`config.mk`:
```
export PLATFORM = sky130hd
export DESIGN_NAME = pe_out_collector
export DESIGN_NICKNAME = d
export VERILOG_FILES = /design/src/rtl/pe_out_collector.sv
export SDC_FILE = /design/constraint.sdc
export NUM_CORES = 1
export LEC_CHECK = 0
export CAP_MARGIN = 20
export CORE_ASPECT_RATIO = 1.5
export CORE_MARGIN = 3
export CORE_UTILIZATION = 60
export DETAILED_ROUTE_END_ITERATION = 7
export PLACE_DENSITY = 0.82
export SYNTH_ARGS = -nofsm -noshare
export SYNTH_HDL_FRONTEND = slang
export SYNTH_SLANG_ARGS = --single-unit
```
`constraint.sdc`:
```
create_clock -name clk -period 13.8 [get_ports clk]
set_clock_uncertainty 0.2 [all_clocks]
set_input_delay 3.45 -clock clk [delete_from_list [all_inputs] [get_ports clk]]
set_output_delay 3.45 -clock clk [all_outputs]
set_load 0.01 [all_outputs]
```
`src/rtl/pe_out_collector.sv`:
```
// Sink stage for a PE output port: stamps and buffers data tokens in a FWFT FIFO,
// returns registered backpressure, and tracks accepted/dropped token counts.
module pe_out_collector #(
    parameter int DEPTH   = 8,
    parameter int STAMP_W = 16
) (
    input  logic                       clk,
    input  logic                       reset,
    input  logic [35:0]                PE_Inport,
    output logic                       Pre_PE_Bp,
    input  logic                       rd_en,
    output logic                       rd_valid,
    output logic [2:0]                 rd_vbl,
    output logic [31:0]                rd_data,
    output logic [STAMP_W-1:0]         rd_stamp,
    output logic [$clog2(DEPTH+1)-1:0] level,
    input  logic [15:0]                expected,
    output logic [15:0]                tok_count,
    output logic                       done,
    output logic                       overflow,
    output logic [7:0]                 drop_count
);

    localparam int PW = $clog2(DEPTH);
    localparam int LW = $clog2(DEPTH+1);
    localparam int EW = 3 + 32 + STAMP_W;
    localparam logic [LW-1:0] FULL_LVL = LW'(DEPTH);
    localparam logic [LW-1:0] BP_MAX   = LW'(DEPTH - 2);

    logic [EW-1:0]      mem_q [DEPTH];
    logic [PW-1:0]      wr_ptr_q, wr_ptr_d;
    logic [PW-1:0]      rd_ptr_q, rd_ptr_d;
    logic [LW-1:0]      level_q, level_d;
    logic [STAMP_W-1:0] stamp_q, stamp_d;
    logic [15:0]        tok_count_q, tok_count_d;
    logic [7:0]         drop_count_q, drop_count_d;
    logic               overflow_q, overflow_d;
    logic               pre_pe_bp_q, pre_pe_bp_d;

    logic          is_data;
    logic          full;
    logic          wr;
    logic          pop;
    logic          drop;
    logic [EW-1:0] head;

    always_comb begin
        is_data      = (PE_Inport[35:33] != 3'b000) && !PE_Inport[32];
        full         = (level_q == FULL_LVL);
        pop          = rd_en && (level_q != '0);
        // When full, a same-cycle pop frees the slot the new token lands in.
        wr           = is_data && (!full || rd_en);
        drop         = is_data && full && !rd_en;

        wr_ptr_d     = wr_ptr_q;
        rd_ptr_d     = rd_ptr_q;
        level_d      = level_q;
        tok_count_d  = tok_count_q;
        drop_count_d = drop_count_q;
        overflow_d   = overflow_q;
        stamp_d      = stamp_q + STAMP_W'(1);

        if (wr) begin
            wr_ptr_d    = wr_ptr_q + PW'(1);
            tok_count_d = tok_count_q + 16'd1;
        end
        if (pop) begin
            rd_ptr_d = rd_ptr_q + PW'(1);
        end
        if (wr && !pop) begin
            level_d = level_q + LW'(1);
        end else if (pop && !wr) begin
            level_d = level_q - LW'(1);
        end
        if (drop) begin
            overflow_d = 1'b1;
            if (drop_count_q != 8'hFF) begin
                drop_count_d = drop_count_q + 8'd1;
            end
        end

        // One slot of slack covers the token launched while the producer sees the drop.
        pre_pe_bp_d = (level_d <= BP_MAX);
    end

    always_ff @(posedge clk) begin
        if (reset) begin
            wr_ptr_q     <= '0;
            rd_ptr_q     <= '0;
            level_q      <= '0;
            stamp_q      <= '0;
            tok_count_q  <= '0;
            drop_count_q <= '0;
            overflow_q   <= 1'b0;
            pre_pe_bp_q  <= 1'b0;
        end else begin
            wr_ptr_q     <= wr_ptr_d;
            rd_ptr_q     <= rd_ptr_d;
            level_q      <= level_d;
            stamp_q      <= stamp_d;
            tok_count_q  <= tok_count_d;
            drop_count_q <= drop_count_d;
            overflow_q   <= overflow_d;
            pre_pe_bp_q  <= pre_pe_bp_d;
        end
    end

    always_ff @(posedge clk) begin
        if (wr && !reset) begin
            mem_q[wr_ptr_q] <= {PE_Inport[35:33], PE_Inport[31:0], stamp_q};
        end
    end

    assign head       = mem_q[rd_ptr_q];
    assign rd_vbl     = head[EW-1 -: 3];
    assign rd_data    = head[STAMP_W +: 32];
    assign rd_stamp   = head[STAMP_W-1:0];
    assign rd_valid   = (level_q != '0);
    assign level      = level_q;
    assign tok_count  = tok_count_q;
    assign drop_count = drop_count_q;
    assign overflow   = overflow_q;
    assign Pre_PE_Bp  = pre_pe_bp_q;
    assign done       = (tok_count_q == expected) && (expected != 16'd0);

endmodule

```
Word-level counts from Yosys, hierarchy flattened
Memory sizes are Yosys's and may differ from the RTL's. A register that Yosys moved wholly into a read port is not among the register bits.
Index checks and enable logic that the tools add are counted.
Widths: inputs -> output; s select.
Word-level totals
  register bits after elaboration: 52
  RAM bits: 408
  output and inout bits: 83
  logic and storage cells: 46
  memories kept: 1
Memories
  mem_q: words 8, bits a word 51, read ports 1, clocked after memory_dff 1, write ports 1, RTL line 30  | logic [EW-1:0] mem_q [DEPTH];
Cells by class
  add/sub/neg operators: 7
  magnitude comparators: 1
  eq/ne operators: 3
  mux-type cells: 6
  reductions and logical operators: 20
Operators by type and width (count)
  $add 16x1->16 const B: 2
  $eq 16x16->1: 1
  $reduce_bool 16->1: 1
  $logic_and 1x1->1: 9
  $add 8x1->8 const B: 1
  $mux 4: 2
  $ne 8x8->1 const B: 1
  $add 3x1->3 const B: 2
  $logic_not 1->1: 6
  $mux 3: 2
  $add 4x1->4 const B: 1
  $eq 4x4->1 const B: 1
  $le 4x3->1 const B: 1
  $reduce_bool 4->1: 1
  $sub 4x1->4 const B: 1
  $reduce_bool 3->1: 1
  $mux 1: 2
  $reduce_and 2->1: 1
  $logic_or 1x1->1: 1

Depth between registers and ports, before layout
Gate-level depths: netlist of run 1.
  depth after elaboration: 9
  gate-level depth with buffers: 8
  depth with buffers taken out: 7

Least setup slack after synthesis of run 1
Ideal clock, no wire load.
  path type: input to register
  from: input rd_en
  to: memory mem_q[3][0] (netlist bit) (enable)
  library setup time: 0.604 ns
  arrival time: 9.537 ns
  data required time: 12.996 ns
  slack: 3.459 ns
  cell stages on the path: 5
  buffers on the path: 1
  cell sequence: and4bb_4 -> nor3_1 -> buf_2 -> nand2_1 -> nor4b_1
On the way
  longest elaborated chain between the ends: 5
Ends and longest elaborated chain
  start: declaration: RTL line 11  | input logic rd_en,
  $logic_or 1x1->1: RTL line 52  | wr = is_data && (!full || rd_en);
  $logic_and 1x1->1: RTL line 52
  $logic_and 1x1->1: RTL line 109  | if (wr && !reset) begin
  $mux 1: RTL line 109
  $mux 1 (implied by the code): RTL line 110  | mem_q[wr_ptr_q] <= {PE_Inport[35:33], PE_Inport[31:0], stamp_q};
  end: declaration: RTL line 30
No other way between the ends.

Worst setup path in the final report of run 1
  from: input expected[3]
  to: output done
On the way
  longest elaborated chain between the ends: 2
Ends and longest elaborated chain
  start: declaration: RTL line 17  | input logic [15:0] expected,
  $eq 16x16->1 or $reduce_bool 16->1 (tied branches): RTL line 124  | assign done = (tok_count_q == expected) && (expected != 16'd0);
  $logic_and 1x1->1 *: RTL line 124
  end: declaration: RTL line 19  | output logic done,
Mark *: on every way between the ends. The rest lies on a longest branch, timed or not.

==> impl_metrics.yaml, run 1 <==
run_status:
  outcome: "finished clean"
detailed_routing:
  routed_wl_um: 35000
  drt_first_iter_violations: 745
  drc: 0
  drt.antenna.violating_nets: 0
  routed-via-count: 9053
  wl_met3_um: 2240
  routed.top_layer: "met4"
  wl_per_cell_um: 23.5
  met1_length_um: 13400
  drt_first_pass_iters: 5
  wl_met2_um: 18500
  vias_per_cell: 6.06
power_and_ir_drop:
  cellPowerDensity_nw_per_um2: 152
  ir_drop_mv: 0.110
  leakage_nw: 6.78
placed_design:
  place_ws_ps: 5030
  postPlaceCellArea_um2: 19900
  dpl.hpwl_um: 18400
  finalWeightedCongestion: 0.786
  port_buffers: 137
grt:
  grt_max_degree: 67
  grt_pass1_wl_um: 54400
  antenna_found_initial: 2
  grt_pass1_vias: 9449
  gr-usage-all-layers_pct: 22.3
  grt_overflow: 0
clock_tree:
  cts_root_buf: "clkbuf_16"
  cts_setup_buffers: 0
  clock_latency_ps: 530
  cts_buffers: 41
  h-tree-depth: 2
  cts_buffer_depth: 3
  ctsResizeCount: 0
  path_clk_slew_ps: 60
  hold_buffers: 0
  clock_sinks: 463
  cts_tree: "built"
logic_synthesis:
  synth_top_area_share_pct: 67.8
  avgSynthCellArea_um2: 19.9
  synth.most_common_cell: "edfxtp_1"
  synth_common_cells: "edfxtp_1, mux4_2, dfxtp_1, nor2_1, mux2_2"
  yosysWarnings: 0
  ys_types: 47
  ys_seq_area_share_pct: 73.9
  synth_edf_count: 408
  synthTopCellsByArea: "edfxtp_1, mux4_2, dfxtp_1"
  syn_inst: 910
  ys.flop_type: "edfxtp_1"
  synth_nets: 973
  async_reset_ff_share_pct: 0
  syn_area_um2: 18100
  synth_top_cell_by_area: "edfxtp_1"
  ys_seq_elements: 463
sta:
  worst_slew_pin_slew_ps: 949
  finalWorstSetupSlack_ps: 5040
  post-route-min-period_ps: 8760
  setup_tns_ps: 0
  drv_slew: 0
  rsz0062_at_grt: "false"
  setup_violations: 0
  hold_violations: 0
  fmax_mhz: 114
  period_share_pct: 63.5
  slew_headroom_pct: 36.8
die:
  fp.dieArea_um2: 32300
  core_um2: 29600
  start_util_pct: 61.1
  pin_count: 138
  rows: 77
  fp.dieW_um: 148
  die_h_um: 219
worst_setup_path:
  critPathBufInv: 2
  worstSetupPathType: "in2out"
  cp_common_cell: "clkdlybuf4s50_1"
  crit_required_ps: 10150
  path_cells: "clkdlybuf4s50_1, xor2_1, nor4_1, nand4_1, nor2_1, clkdlybuf4s50_1"
  worstSetupEndpointType: "output port"
  crit_slowest_cell: "clkdlybuf4s50_1"
  worstPathArrival_ps: 5110
  cpPeakStageDelay_ps: 540
  crit_fanout: 2
  start_kind: "input pin"
  cpLargestDelayFamily: "buffers and inverters"
cells_and_area:
  multiInputGateArea_um2: 4560
  regArea_um2: 13400
  nets: 1126
  layout-drive-gt1-share_pct: 23.1
  final_util_pct: 72.2
  syn_to_final_growth_pct: 18.0
  nFillCells: 1731
  final_area_um2: 21300
flow_run:
  max_cap_viol_count: 0
hold_path:
  hp-class: "reg2reg"
## cell families after synthesis
logic type                 count (synthesis)  share of synthesized area [%]
muxes                                    155                           16.0
DFF                                      463                           73.9
adders and majority gates                  8                          0.554
xor gates and xnor gates                  57                           2.76
AOI/OAI and AO/OA                         22                          0.941
and+or+nand+nor                          155                           4.65
buffers and inverters                     50                           1.25
## cell type report
type,count,share of cell area (%)
sequential,463,62.6
multi-input combinational,397,21.4
timing repair buffer,154,7.06
clock buffer,54,5.38
tap,395,2.32
clock inverter,22,1.15
inverter,6,0.106
antenna,2,0.0234
## where the power goes
group	switching (W)	total (W)	internal, W
logic	0.000204	0.000479	0.000276
registers	0.0000408	0.00159	0.00155
clock network	0.000481	0.00116	0.000683
total	0.000726	0.00324	0.00251
## routing by layer
metal	global-route usage [%]	vias to the layer above
li1	-	3974
met4	8.08	0
met3	4.40	69
met2	38.1	368
met5	0	-
met1	28.7	4642
## worst min-delay path: stages, from the launching register on
cell and delay, ps:
dfxtp_1 330, nor2_1 50, nor2_1 70
## stage by stage
stage	std cells	hold WS, ps	power, W
finish	1493	282	0.00324
global route	1493	312	0.00335
CTS	1490	284	0.00327
detailed placement	1414	272	0.00210
global placement	1414	256	0.00210
floorplan	910	254	0.00193
## path summary, 6_finish.rpt
kind,start,depth (start not counted),slack (ps),end
worst max-delay path,expected[3],6,5040,done
worst min-delay path,overflow,2,280,overflow
worst max register to register,level[0],8,10320,mem_q[7][4]
worst min register to register,overflow,2,280,overflow
## cell usage in the layout, fill, tap and decap left out, types with 4 or more instances in the layout
master           instances
nor2_1                  54
mux2_2                  51
clkinv_1                 6
ha_1                     8
edfxtp_1               408
and3_1                   7
a21oi_1                  7
clkinv_2                 5
clkinvlp_4               4
buf_4                   16
nand4_1                 12
xor2_1                  43
clkdlybuf4s50_1        136
and4_1                   4
bufinv_16                5
nor4_1                  11
clkbuf_16               43
dfxtp_1                 52
nand2_1                 23
clkbuf_1                 8
xnor2_1                 14
inv_1                    6
nand3_1                 15
mux4_2                 102
## state kept, by name (all words and copies together), names as in the netlist, named ones only
name and cells:
mem_q 408, stamp_q 16, tok_count 16, drop_count 8, level 4, rd_ptr_q 3
wr_ptr_q 3, Pre_PE_Bp 1, overflow 1
Note: power is estimated with default switching activity, not from simulation.
==> run 2: changes to the inputs <==
CORE_UTILIZATION = 52   (was 60)
PLACE_DENSITY = 0.75   (was 0.82)
clock period = 7.2 ns   (was 13.8 ns; I/O delays follow)
==> run 2 against run 1 <==
- worst hold slack worse by 5.5 ps
- die area increased by 15%
- highest routed layer unchanged
- worst setup slack worse by 3300 ps
- clock power rose by 84%
- critical endpoint unchanged
- routed wire length is 1.7% lower
- sequential cell count did not move
- largest cell class unchanged
- combinational power is 90% higher
==> impl_metrics.yaml, run 2 (same netlist as run 1, synthesis figures left out) <==
cells_and_area:
  largest_reg_flops: 408
  syn_to_final_growth_pct: 18.3
  layout-drive-gt1-share_pct: 23.2
  layout_commonest_cell: "edfxtp_1"
  final_cells: 1524
  nets: 1130
  final_area_um2: 21400
  top_register: "mem_q"
  nFillCells: 2365
  layout_common_cells: "edfxtp_1, clkdlybuf4s50_1, mux4_2"
placed_design:
  dp_cells: 1449
  port_buffers: 137
  postPlaceCellArea_um2: 20100
  dpl.hpwl_um: 20000
  finalWeightedCongestion: 0.808
worst_setup_path:
  worstSetupEndpointType: "output port"
  r2r-end: "mem_q[5][46]"
  timing.rr.start: "level[0]"
  start_kind: "input pin"
  path_cells: "clkdlybuf4s50_1, xor2_1, nor4_1, nand4_1, nor2_1, clkdlybuf4s50_1"
  cp_common_cell: "clkdlybuf4s50_1"
  crit_slowest_cell: "clkdlybuf4s50_1"
  crit_fanout: 2
  crit_required_ps: 5200
  worstSetupPathType: "in2out"
  r2r_slack_ps: 3740
  worstPathArrival_ps: 3460
  cpPeakStageDelay_ps: 540
  r2r_cells: 8
detailed_routing:
  drt_first_pass_iters: 4
  drc: 0
  vias_per_cell: 5.75
  routed-via-count: 8769
  drt.antenna.violating_nets: 0
  drt_first_iter_violations: 550
  wl_per_cell_um: 22.6
  routed_wl_um: 34400
power_and_ir_drop:
  cellPowerDensity_nw_per_um2: 285
  leakage_nw: 6.77
  ir_drop_mv: 0.210
  total_power_w: 0.00610
  p_clk_share_pct: 34.9
  intPower_w: 0.00471
  power.share.combinational_pct: 14.9
  seqPwrFrac_pct: 50.2
  switching_share_pct: 22.8
  switchingPower_w: 0.00139
grt:
  grt_pass1_vias: 9390
  antenna_found_initial: 2
  gr-usage-all-layers_pct: 19.1
  grt_overflow: 0
  grt_pass1_wl_um: 53600
  grt_max_degree: 54
hold_path:
  hp-class: "reg2reg"
  min_from: "overflow"
  holdPathStages: 2
  hold_path_end: "overflow"
clock_tree:
  cts_setup_buffers: 0
  hold_buffers: 0
  clock_latency_ps: 540
  ctsResizeCount: 0
  h-tree-depth: 2
  path_clk_slew_ps: 70
  clock_sinks: 463
  cts_buffers: 41
  cts_root_buf: "clkbuf_16"
  cts_tree: "built"
  cts_buffer_depth: 3
flow_run:
  max_cap_viol_count: 0
sta:
  hold_violations: 0
  period_share_pct: 75.8
  drv_slew: 0
  worst_slew_pin_slew_ps: 908
  fmax_mhz: 183
  slew_headroom_pct: 39.3
  rsz0062_at_grt: "false"
  setup_tns_ps: 0
  setup_violations: 0
  post-route-min-period_ps: 5460
die:
  rows: 83
  core_um2: 34300
  pin_count: 138
  fp.dieW_um: 158
  start_util_pct: 52.8
  die_h_um: 234
  fp.dieArea_um2: 37100
run_status:
  outcome: "finished clean"
run 2: cell count changes in the layout (fill, tap and decap cells not counted), moves of 2 or more:
cell       previous run  this run
bufinv_16             5         3
nor4_4                1         3
nor4b_2               3         0
clkbuf_8              3         0
nor4_2                2         0
nor4b_4               0         3
buf_12                1         3
buf_4                16        18
run 2: critical path, delay by kind of cell:
family | cells | cell delay (ps)
buffers and inverters | 2 | 970
AND/OR/NAND/NOR | 3 | 530
XOR/XNOR | 1 | 150
run 2: per-stage QoR:
step,setup slack (ps),util (%),hold WS [ps]
after floorplan,431,-,254
after global placement,1710,58.6,256
after detailed placement,1730,58.6,267
after CTS,1700,62.4,287
after global routing,1570,62.4,303
final,1740,62.4,276
run 2: metal layers:
metal / GRT usage, % / vias to the layer above / routed length, µm
met3: 3.43 / 39 / 1740
met2: 33.9 / 239 / 18300
met4: 4.65 / 0 / 535
met1: 24.5 / 4509 / 13900
li1: - / 3982 / -
met5: 0 / - / 0
run 2: worst max-delay path by stage:
| stage | end | depth (start not counted) | from |
|---|---|---|---|
| after floorplan | mem_q[1][0] | 4 | PE_Inport[32] |
| after global placement | done | 6 | expected[12] |
| after detailed placement | done | 6 | expected[12] |
| after CTS | rd_stamp[0] | 4 | flop |
| after global routing | rd_stamp[5] | 4 | flop |
| final | done | 6 | expected[12] |
run 2: area by class of cell:
| type | instances | area (µm²) | share of cell area, % |
|---|---|---|---|
| antenna | 2 | 5.00 | 0.0234 |
| clock buffer | 51 | 1110 | 5.17 |
| clock inverter | 22 | 203 | 0.947 |
| inverter | 6 | 22.5 | 0.105 |
| multi-input combinational | 397 | 4600 | 21.5 |
| sequential | 463 | 13400 | 62.5 |
| tap | 425 | 532 | 2.49 |
| timing repair buffer | 158 | 1560 | 7.30 |
run 2: power groups by stage:
stage | sequential (W) | combinational [W] | clock [W]
after floorplan | 0.00306 | 0.000625 | 0
after global placement | 0.00312 | 0.000917 | 0
after detailed placement | 0.00313 | 0.000923 | 0
after CTS | 0.00307 | 0.000928 | 0.00218
after global routing | 0.00308 | 0.000981 | 0.00228
final | 0.00306 | 0.000909 | 0.00213
==> run 3: changes to the inputs <==
CORE_UTILIZATION = 58   (was 52)
PLACE_DENSITY = 0.79   (was 0.75)
clock period = 5.6 ns   (was 7.2 ns; I/O delays follow)
==> run 3 against run 2 <==
- critical endpoint unchanged
- largest cell class unchanged
- via count up 1.3%
- highest routed layer unchanged
- clock power rose by 29%
- worst setup slack got worse by 790 ps
==> impl_metrics.yaml, run 3 (same netlist as run 1, synthesis figures left out) <==
run_status:
  outcome: "finished clean"
die:
  core_um2: 30400
  pin_count: 138
  fp.dieW_um: 150
  fp.dieArea_um2: 33400
  die_h_um: 222
  start_util_pct: 59.4
  rows: 78
worst_setup_path:
  cpLargestDelayFamily: "buffers and inverters"
  critPathBufInv: 2
  crit_required_ps: 4000
  worstSetupPathType: "in2out"
  timing.rr.start: "level[0]"
  cp_common_cell: "clkdlybuf4s50_1"
  crit_fanout: 2
  worstSetupEndpointType: "output port"
  crit_slowest_cell: "clkdlybuf4s50_1"
  cpPeakStageDelay_ps: 540
  worstPathArrival_ps: 3050
  startpoint: "expected[10]"
  path_cells: "clkdlybuf4s50_1, xor2_1, nor4_1, nand4_1, nor2_1, clkdlybuf4s50_1"
  r2r_slack_ps: 2230
  start_kind: "input pin"
clock_tree:
  ctsResizeCount: 0
  cts_setup_buffers: 0
  cts_root_buf: "clkbuf_16"
  clock_latency_ps: 530
  h-tree-depth: 2
  path_clk_slew_ps: 70
  cts_tree: "built"
  hold_buffers: 0
  cts_buffer_depth: 3
  clock_sinks: 463
  cts_buffers: 40
power_and_ir_drop:
  intPower_w: 0.00608
  switching_share_pct: 22.7
  ir_drop_mv: 0.273
  leakage_nw: 6.79
  power.share.combinational_pct: 15.6
  switchingPower_w: 0.00179
  seqPwrFrac_pct: 49.6
  cellPowerDensity_nw_per_um2: 367
  p_clk_share_pct: 34.8
sta:
  holdWs_ps: 284
  setup_violations: 0
  fmax_mhz: 215
  setup_tns_ps: 0
  rsz0062_at_grt: "false"
  post-route-min-period_ps: 4650
  worst_slew_pin_slew_ps: 801
  drv_slew: 0
  slew_headroom_pct: 46.6
  period_share_pct: 83.0
  hold_violations: 0
detailed_routing:
  routed-via-count: 8881
  vias_per_cell: 5.95
  routed_wl_um: 35100
  wl_per_cell_um: 23.5
  drt_first_iter_violations: 842
  drc: 0
  drt.antenna.violating_nets: 0
  drt_first_pass_iters: 5
placed_design:
  dpl.hpwl_um: 18800
  port_buffers: 137
  postPlaceCellArea_um2: 20100
  finalWeightedCongestion: 0.820
  dp_cells: 1421
flow_run:
  max_cap_viol_count: 0
grt:
  gr-usage-all-layers_pct: 21.6
  grt_pass1_vias: 9558
  grt_overflow: 0
  grt_max_degree: 74
  antenna_found_initial: 1
  grt_pass1_wl_um: 55200
cells_and_area:
  regArea_um2: 13400
  final_area_um2: 21400
  multiInputGateArea_um2: 4610
  syn_to_final_growth_pct: 18.6
  nFillCells: 1859
  layout_commonest_cell: "edfxtp_1"
  final_cells: 1493
  largest_reg_flops: 408
  nets: 1127
  layout_common_cells: "edfxtp_1, clkdlybuf4s50_1, mux4_2"
  layout-drive-gt1-share_pct: 22.8
  top_register: "mem_q"
hold_path:
  hp-class: "reg2reg"
  min_from: "rd_ptr_q[1]"
-- run 3: cell types whose count changed in the layout (fill, tap and decap cells not counted), sizes merged --
cell	before	now
clkinv	13	7
clkinvlp	5	0
diode	2	1
clkbuf	51	57
buf	22	20
inv	7	9
-- run 3: power by group through the flow --
| stage | Clock (W) | Sequential (W) | Combinational (W) |
|---|---|---|---|
| 2_1_floorplan | 0 | 0.00394 | 0.000806 |
| 3_3_place_gp | 0 | 0.00397 | 0.00122 |
| 3_5_place_dp | 0 | 0.00397 | 0.00124 |
| 4_1_cts | 0.00279 | 0.00390 | 0.00125 |
| 5_1_grt | 0.00291 | 0.00391 | 0.00133 |
| 6_report | 0.00274 | 0.00390 | 0.00123 |
-- run 3: final cells by class --
type | instances | area share, %
Tap cell | 400 | 2.33
Multi-Input combinational cell | 397 | 21.5
Clock buffer | 57 | 5.31
Inverter | 6 | 0.105
Clock inverter | 13 | 0.718
Antenna cell | 1 | 0.0117
Timing Repair Buffer | 156 | 7.68
Sequential cell | 463 | 62.3
-- run 3: stage by stage --
step                setup slack, ps  power, W  utilization (%)
CTS                             939   0.00794             70.3
detailed placement              956   0.00521             66.1
global placement                952   0.00519             66.1
global route                    793   0.00814             70.4
finish                          953   0.00787             70.4
floorplan                      -190   0.00474                -
-- run 3: metal layers --
metal  GRT usage (%)  vias to the layer above  share of wire (%)
li1                -                     3965                  -
met1            29.4                     4521                 39
met2            35.7                      331                 52
met3            4.08                       64                6.4
met4            6.97                        0                2.7
met5               0                        -                  0
-- run 3: worst paths after layout --
path                                endpoint  cells after the start
worst max register to register  mem_q[5][28]                      7
worst min-delay path                    flop                      2
worst max-delay path                    done                      6
worst min register to register          flop                      2
-- run 3: worst min-delay path: cells and delay by family, from the launching register on --
family,cells,cell delay [ps]
flops,1,310
compound gates,1,70
simple gates,1,50
